<file path="config.mk">
export PLATFORM = sky130hd
export DESIGN_NAME = serial_subtractor
export DESIGN_NICKNAME = d
export VERILOG_FILES = /design/src/rtl/serial_subtractor.sv
export SDC_FILE = /design/constraint.sdc
export NUM_CORES = 1
export LEC_CHECK = 0
export CORE_UTILIZATION = 45
export DETAILED_ROUTE_END_ITERATION = 8
export PLACE_DENSITY_LB_ADDON = 0.2
export SKIP_LAST_GASP = 1
export SYNTH_ARGS = -nofsm -noshare
export SYNTH_HDL_FRONTEND = slang
export SYNTH_SLANG_ARGS = --single-unit
export TNS_END_PERCENT = 10
</file>
<file path="constraint.sdc">
create_clock -name clk -period 3.75 [get_ports clk]
set_clock_uncertainty 0.15 [all_clocks]
set_input_delay 0.75 -clock clk [delete_from_list [all_inputs] [get_ports clk]]
set_output_delay 0.75 -clock clk [all_outputs]
set_load 0.005 [all_outputs]
</file>
<file path="src/rtl/serial_subtractor.sv">
// Bit-serial WIDTH-bit subtractor D = A - B, LSB first, one borrow flop.
// Define SERIAL_SUB_OVF_EN to add the signed-overflow output V.
module serial_subtractor #(
   parameter int WIDTH = 8
) (
   input  logic             clk,
   input  logic             rst_n,
   input  logic             start,
   input  logic [WIDTH-1:0] A,
   input  logic [WIDTH-1:0] B,
   output logic             busy,
   output logic             done,
   output logic [WIDTH-1:0] D,
   output logic             Bout
`ifdef SERIAL_SUB_OVF_EN
   ,
   output logic             V
`endif
);

   localparam int CW = (WIDTH > 1) ? $clog2(WIDTH) : 1;

   typedef enum logic [1:0] {IDLE, RUN, DONE} state_t;

   state_t           state_reg, state_next;
   logic [WIDTH-1:0] a_sh_reg, b_sh_reg, d_reg;
   logic [CW-1:0]    cnt_reg;
   logic             borrow_reg, bout_reg;
   logic             accept, last_bit, a_bit, b_bit, d_bit, borrow_next;

   assign a_bit       = a_sh_reg[0];
   assign b_bit       = b_sh_reg[0];
   assign d_bit       = a_bit ^ b_bit ^ borrow_reg;
   assign borrow_next = (~a_bit & b_bit) | (~(a_bit ^ b_bit) & borrow_reg);
   assign last_bit    = (cnt_reg == CW'(WIDTH - 1));

   always_comb begin
      state_next = state_reg;
      accept     = 1'b0;
      case (state_reg)
         IDLE, DONE: begin
            if (start) begin
               accept     = 1'b1;
               state_next = RUN;
            end
         end
         RUN: begin
            if (last_bit) state_next = DONE;
         end
         default: state_next = IDLE;
      endcase
   end

   always_ff @(posedge clk or negedge rst_n) begin
      if (!rst_n) state_reg <= IDLE;
      else        state_reg <= state_next;
   end

   // D/Bout only move while bits are in flight; they hold across IDLE and DONE.
   always_ff @(posedge clk or negedge rst_n) begin
      if (!rst_n) begin
         a_sh_reg   <= '0;
         b_sh_reg   <= '0;
         d_reg      <= '0;
         cnt_reg    <= '0;
         borrow_reg <= 1'b0;
         bout_reg   <= 1'b0;
`ifdef SERIAL_SUB_OVF_EN
         V          <= 1'b0;
`endif
      end else if (accept) begin
         a_sh_reg   <= A;
         b_sh_reg   <= B;
         cnt_reg    <= '0;
         borrow_reg <= 1'b0;
`ifdef SERIAL_SUB_OVF_EN
         V          <= 1'b0;
`endif
      end else if (state_reg == RUN) begin
         a_sh_reg   <= a_sh_reg >> 1;
         b_sh_reg   <= b_sh_reg >> 1;
         d_reg      <= {d_bit, d_reg[WIDTH-1:1]};
         cnt_reg    <= cnt_reg + 1'b1;
         borrow_reg <= borrow_next;
         if (last_bit) begin
            bout_reg <= borrow_next;
`ifdef SERIAL_SUB_OVF_EN
            // At the MSB, operands of differing sign with a result whose
            // sign differs from A means the signed difference overflowed.
            V        <= (a_bit != b_bit) && (d_bit != a_bit);
`endif
         end
      end
   end

   assign busy = (state_reg == RUN);
   assign done = (state_reg == DONE);
   assign D    = d_reg;
   assign Bout = bout_reg;

endmodule

</file>
## After elaboration in Yosys (flattened, before gate mapping)

Index checks and enable logic that the tools add are counted.

- Register bits after elaboration: 31
- Input port bits: 19
- Output and inout bits: 11
- Logic and storage cells: 40

- $add $sub $neg: 1
- Equal/unequal tests: 5
- Mux-type cells: 13
- Bitwise logic cells: 8
- Reductions and logical operators: 6

Operators with widths:

| operator | number |
|---|---|
| two-way mux 8 bit | 4 |
| two-way mux 3 bit | 2 |
| two-way mux 1 bit | 4 |
| two-way mux 2 bit | 2 |
| case mux 2 bit (2 select lines) | 1 |
| AND reduction 2 bit | 2 |
| adder 3 x 1 -> 3 bit, second input constant | 1 |
| equality test 3 bit, second input constant | 1 |
| NOT 1 bit | 3 |
| AND reduction 3 bit | 1 |
| AND 1 bit | 2 |
| equality test 2 x 1 -> 1 bit, second input constant | 1 |
| equality test 2 bit, second input constant | 1 |
| logical NOT 2 bit | 1 |
| != test 2 x 1 -> 1 bit, second input constant | 1 |
| != test 2 bit, second input constant | 1 |
| nonzero test 2 bit | 1 |
| OR reduction 2 bit | 1 |
| bitwise XOR 1 bit | 2 |
| bitwise OR 1 bit | 1 |

## Logic depth before layout (Yosys ltp)

Gate-level depths: netlist of run 1.

- Depth after elaboration: 6
- Mapped depth: 7
- Depth with buffers taken out: 5

## Least setup slack after synthesis of run 1

Ideal clock, no wire load.

- Path type: reg2out
- Start: reg state_reg[1]
- End: out busy
- Data arrival time: 902 ps
- Slack: 1948 ps
- Stages on the path, launching flop included: 6
- Path buffers: 3
- Path through: dfrtp_1 -> buf_6 -> nand2b_4 -> buf_6 -> inv_4 -> buf_6

- Cells in the longest elaborated chain, start to end: 1

Ends and longest elaborated chain:

| element | line | text |
|---|---|---|
| start, declared | 25 | `state_t state_reg, state_next;` |
| start signal, assigned | 56 | `else state_reg <= state_next;` |
| equality test 2 x 1 -> 1 bit | 96 | `assign busy = (state_reg == RUN);` |
| end, declared | 11 | `output logic busy,` |

Every way passes these cells.

## Worst setup path after layout of run 1

- Start: reg state_reg[0]
- End: out busy

Same word-level chain as after synthesis.

==> flow_metrics.py, run 1 <==
metrics = {
    "cells_and_area": {
        "layout_commonest_cell": "dfrtp_1",
        "instances_no_fill": 212,
        "nNetsFinal": 190,
        "synthToLayoutAreaGrowth_pct": 22.3,
        "final_cell_mix": "31 x dfrtp_1, 29 x nand2_1, 29 x clkdlybuf4s50_1",
        "n_antenna_cell": 0,
        "final_layout_size_suffix_gt1_share_pct": 12.5,
    },
    "clock_network": {
        "post_cts_buffers": 0,
        "clkLatencyLatePin_ns": 0.33,
        "cts_max_level": 2,
        "hold_buffers": 0,
        "post_cts_resized": 0,
        "cts.sinks": 31,
        "clockBufferDepth": 2,
        "path_clk_slew_ns": 0.10,
        "clock_tree.root_cell": "clkbuf_4",
        "tritoncts": "done",
        "cts-buffers-inserted": 5,
    },
    "detailed_routing": {
        "post_drt_wl_per_cell_um": 12.5,
        "drc": 0,
        "vias_per_cell": 4.89,
        "drt_pass1_iterations": 4,
        "ant_nets": 0,
        "vias": 1036,
        "drtIter0Drc": 39,
        "routed_wl_um": 2650,
    },
    "setup_path": {
        "start_kind": "flip-flop",
        "reg2reg_depth": 4,
        "crit_type": "flip-flop to output port",
        "cp-startpoint": "state_reg[0]",
        "critPathCaptureType": "output port",
        "r2r_end": "a_sh_reg[2]",
        "path_max_fanout": 25,
        "required_ns": 2.85,
        "reg2reg_slack_ns": 2.05,
        "rr_startpoint": "state_reg[1]",
        "cp.arrival_ns": 2.08,
    },
    "global_route": {
        "grt_first_pass_wirelength_um": 4670,
        "grt_overflow": 0,
        "grt_use_total_pct": 18.4,
        "grt_max_degree": 32,
        "antenna_found_initial": 0,
        "grt_pass1_vias": 1053,
    },
    "sta": {
        "finalHoldViolCount": 0,
        "setup_slack_ns": 0.774,
        "fmax_mhz": 336,
        "whs_ns": 0.336,
        "tightest_slew_ns": 0.669,
        "finalMaxSlewViolations": 0,
        "max_slew_margin_pct": 55.2,
        "fin_tns_setup_ns": 0,
        "fin_crit_sh_pct": 79.4,
        "min_period_ns": 2.98,
        "grt_setup_unrepaired": "no",
        "setup_viol": 0,
    },
    "synth": {
        "synth_seq_cells": 31,
        "synth_largest_area_cell": "dfrtp_1",
        "ys_types": 28,
        "synth_fp_nets": 163,
        "ys_seq_area_share_pct": 53.3,
        "yosysWarnings": 0,
        "synth_area_per_cell_um2": 10.3,
        "netlist_area_mm2": 0.00146,
        "synth_top_area_share_pct": 53.3,
        "syn_inst": 141,
        "synthTopCellsByArea": "dfrtp_1 53%, nand2_1 7.5%, nor3_2 4.8%, o22ai_1 4.7%, buf_6 3.1%",
    },
    "placement": {
        "routabilityCongestion": 0.782,
        "dp_cells": 205,
        "dpl.hpwl_um": 1740,
        "io_buffers": 29,
        "pre_cts_slack_ns": 1.13,
    },
    "floorplan": {
        "io-pin-count": 30,
        "start_util_pct": 47.7,
        "fp.coreArea_mm2": 0.00305,
        "die_x_um": 58.9,
        "rows": 20,
        "die-area_mm2": 0.00347,
        "die_h_um": 58.9,
    },
    "power_and_ir_drop": {
        "switching_share_pct": 37.3,
        "switching_power_uw": 525,
        "vdd_drop_max_mv": 0.375,
        "p_total_uw": 1410,
        "power.share.clock_pct": 14.1,
        "seq_power_share_pct": 43.9,
        "p_leak_uw": 0.000778,
        "power.density_mw_per_mm2": 791,
        "combPwrFrac_pct": 42.1,
        "intPower_uw": 883,
    },
    "run_status": {
        "status": "complete, no violations",
    },
    "worst_hold_path": {
        "worstHoldStart": "D[0]",
        "holdPathEnd": "D[0]",
        "min_path_type": "flip-flop to flip-flop",
        "min_path_cells": 2,
    },
    "run": {
        "max_cap_violations": 0,
    },
}
-- layer usage --
layer	wire length (µm)	vias to the layer above	part of all wire, %	GRT usage [%]
met3	109	8	4.1	4.62
met4	56	0	2.1	10.2
met2	1150	23	43	27.3
met5	0	-	0	0
met1	1330	471	50	24.8
li1	-	534	-	-
-- power by group through the flow --
| stage | clock network [µW] | registers, µW | logic [µW] |
|---|---|---|---|
| after detailed placement | 0 | 623 | 601 |
| after global placement | 0 | 619 | 584 |
| after global routing | 219 | 639 | 683 |
| final | 198 | 618 | 592 |
| after CTS | 204 | 618 | 603 |
| after floorplan | 0 | 589 | 481 |
-- worst max-delay path, cell delays in order (launching register included) --
cell and delay [ns]:
dfrtp_1 0.65, nand2b_4 0.26, inv_4 0.28, clkdlybuf4s50_1 0.55
-- logic make-up (layout without fill, tap and decap cells) --
logic type / count (synthesis) / in the layout / synth area share (%)
AO/OA/AOI/OAI: 25 / 25 / 10.8
adder cells (fa/ha/maj): 3 / 3 / 3.10
buffers and inverters: 14 / 41 / 7.05
flip-flops: 31 / 31 / 53.3
multiplexers: 5 / 5 / 3.61
AND/OR/NAND/NOR: 63 / 63 / 22.1
-- final cells by class --
cell class / instances / area [µm²]
multi-input combinational: 96 / 577
clock buffer: 6 / 51.3
timing repair buffer: 30 / 298
inverter: 4 / 17.5
tap: 44 / 55.1
fill: 295 / 1270
sequential: 31 / 776
clock inverter: 1 / 5.00
-- how the worst max path moves through the flow --
| stage | end |
|---|---|
| CTS | busy |
| global placement | busy |
| floorplan | busy |
| global route | busy |
| detailed placement | busy |
| finish | busy |
-- cell usage after synthesis, drive strengths merged --
| cell | instances |
|---|---|
| nand3 | 4 |
| ha | 2 |
| mux2 | 2 |
| dfrtp | 31 |
| nand2b | 3 |
| nor3 | 11 |
| nor2b | 3 |
| fa | 1 |
| a22o | 3 |
| o22ai | 11 |
| a21oi | 2 |
| buf | 10 |
| o21ai | 6 |
| a22oi | 1 |
| mux2i | 3 |
| nor2 | 12 |
| a211oi | 2 |
| inv | 4 |
| nand2 | 29 |
| nand3b | 1 |
-- stage by stage --
| stage | util (%) | area, µm² |
|---|---|---|
| CTS | 58.3 | 1780 |
| global placement | 56.4 | 1720 |
| detailed placement | 56.4 | 1720 |
| floorplan | - | 1460 |
| finish | 58.3 | 1780 |
| global route | 58.3 | 1780 |
(Power assumes the default switching activity.)
==> run 2, diff against run 1 <==
- clock period: 3.75 -> 2.6 ns (I/O delays scaled with it)
==> run 2 against run 1 <==
Hold slack improved by 0.0037 ns; core utilization rose by 0.53 points; flip-flop and latch count unchanged; combinational power grew 53%; critical endpoint is now done; via count up 4.7%.
==> flow_metrics.py, run 2 (synthesized netlist as in run 1, its figures left out) <==
metrics = {
    "run_status": {
        "status": "complete, no violations",
    },
    "sta": {
        "fin_crit_sh_pct": 91.7,
        "min_period_ns": 2.38,
        "grt_setup_unrepaired": "no",
        "max_slew_margin_pct": 65.9,
        "finalMaxSlewViolations": 0,
        "finalHoldViolCount": 0,
        "setup_viol": 0,
        "tightest_slew_ns": 0.511,
        "fin_tns_setup_ns": 0,
        "fmax_mhz": 420,
    },
    "cells_and_area": {
        "layout_commonest_cell": "dfrtp_1",
        "fillers": 289,
        "synthToLayoutAreaGrowth_pct": 23.4,
        "n_antenna_cell": 0,
        "final_cell_mix": "31 x dfrtp_1, 29 x nand2_1, 29 x clkdlybuf4s50_1",
        "fin_util_pct": 58.8,
        "final_layout_size_suffix_gt1_share_pct": 13.4,
        "nNetsFinal": 193,
    },
    "setup_path": {
        "crit_type": "flip-flop to output port",
        "cp_slowest_cell": "dfrtp_1",
        "slowest_delay_ns": 0.57,
        "cp.arrival_ns": 1.71,
        "start_kind": "flip-flop",
        "critPathCaptureType": "output port",
        "worstPathCellList": "nand2b_1 > inv_1 > clkdlybuf4s50_1",
        "required_ns": 1.93,
        "path_max_fanout": 15,
    },
    "detailed_routing": {
        "drc": 0,
        "vias_per_cell": 5.02,
        "drtIter0Drc": 67,
        "vias": 1085,
        "drt_pass1_iterations": 4,
        "routed_wl_um": 2850,
        "post_drt_wl_per_cell_um": 13.2,
        "ant_nets": 0,
    },
    "global_route": {
        "grt_pass1_vias": 1093,
        "antenna_found_initial": 0,
        "grt_max_degree": 32,
        "grt_use_total_pct": 20.5,
        "grt_first_pass_wirelength_um": 5120,
        "grt_overflow": 0,
    },
    "power_and_ir_drop": {
        "power.share.clock_pct": 12.9,
        "p_leak_uw": 0.000788,
        "combPwrFrac_pct": 43.8,
        "vdd_drop_max_mv": 0.427,
        "switching_power_uw": 784,
        "power.density_mw_per_mm2": 1150,
        "seq_power_share_pct": 43.3,
        "switching_share_pct": 38.0,
        "intPower_uw": 1280,
    },
    "clock_network": {
        "cts-buffers-inserted": 5,
        "clkLatencyLatePin_ns": 0.33,
        "post_cts_resized": 0,
        "path_clk_slew_ns": 0.09,
        "clockBufferDepth": 2,
        "clock_tree.root_cell": "clkbuf_4",
        "cts_max_level": 2,
        "cts.sinks": 31,
        "post_cts_buffers": 0,
        "hold_buffers": 0,
        "tritoncts": "done",
    },
    "floorplan": {
        "io-pin-count": 30,
        "die-area_mm2": 0.00347,
        "die_h_um": 58.9,
        "start_util_pct": 47.7,
        "rows": 20,
        "die_x_um": 58.9,
        "fp.coreArea_mm2": 0.00305,
    },
    "run": {
        "max_cap_violations": 0,
    },
    "worst_hold_path": {
        "min_path_type": "flip-flop to flip-flop",
    },
    "placement": {
        "routabilityCongestion": 0.803,
        "dpl.hpwl_um": 1930,
        "io_buffers": 29,
    },
}
## run 2: path summary, 6_finish.rpt
check	cells after the start	slack (ns)	startpoint	end
worst max-delay path	3	0.22	state_reg[0]	done
worst min-delay path	2	0.34	Bout	Bout
worst max register to register	4	0.96	cnt_reg[0]	cnt_reg[2]
worst min register to register	2	0.34	Bout	Bout
max in group asynchronous	2	1.59	rst_n	b_sh_reg[3]
min in group asynchronous	2	0.43	rst_n	b_sh_reg[2]
## run 2: power groups by stage
stage | Combinational, µW | Sequential, µW | Clock [µW]
floorplan | 694 | 849 | 0
detailed placement | 913 | 906 | 0
global route | 1050 | 930 | 300
CTS | 917 | 897 | 278
global placement | 872 | 891 | 0
finish | 904 | 894 | 267
## run 2: area by class of cell
| cell class | instances | area, µm² | share of cell area [%] |
|---|---|---|---|
| Timing Repair Buffer | 33 | 320 | 17.8 |
| Tap cell | 44 | 55.1 | 3.07 |
| Clock buffer | 7 | 45.0 | 2.51 |
| Sequential cell | 31 | 776 | 43.2 |
| Inverter | 4 | 17.5 | 0.976 |
| Multi-Input combinational cell | 96 | 577 | 32.1 |
| Clock inverter | 1 | 5.00 | 0.279 |
## run 2: layer usage
layer / part of all wire (%) / track usage, % / up-vias / routed length [µm]
li1: - / - / 539 / -
met1: 46 / 27.0 / 517 / 1300
met2: 48 / 30.7 / 24 / 1360
met3: 5.1 / 7.03 / 5 / 145
met4: 1.6 / 8.84 / 0 / 46
met5: 0 / 0 / - / 0
## run 2: metrics by stage
stage | hold slack (ns) | cells | power, µW | setup slack, ns | instance area, µm²
after floorplan | 0.0744 | 141 | 1540 | 1.03 | 1460
after global placement | 0.310 | 208 | 1760 | 0.584 | 1750
after detailed placement | 0.325 | 208 | 1820 | 0.548 | 1750
after CTS | 0.345 | 216 | 2090 | 0.185 | 1800
after global routing | 0.378 | 216 | 2280 | 0.101 | 1800
final | 0.340 | 216 | 2070 | 0.216 | 1800
## run 2: worst max-delay path, delay by kind of cell (launching register included)
kind	cells	cell delay, ns
AND/OR/NAND/NOR	1	0.26
flip-flops	1	0.57
buffers and inverters	2	0.56
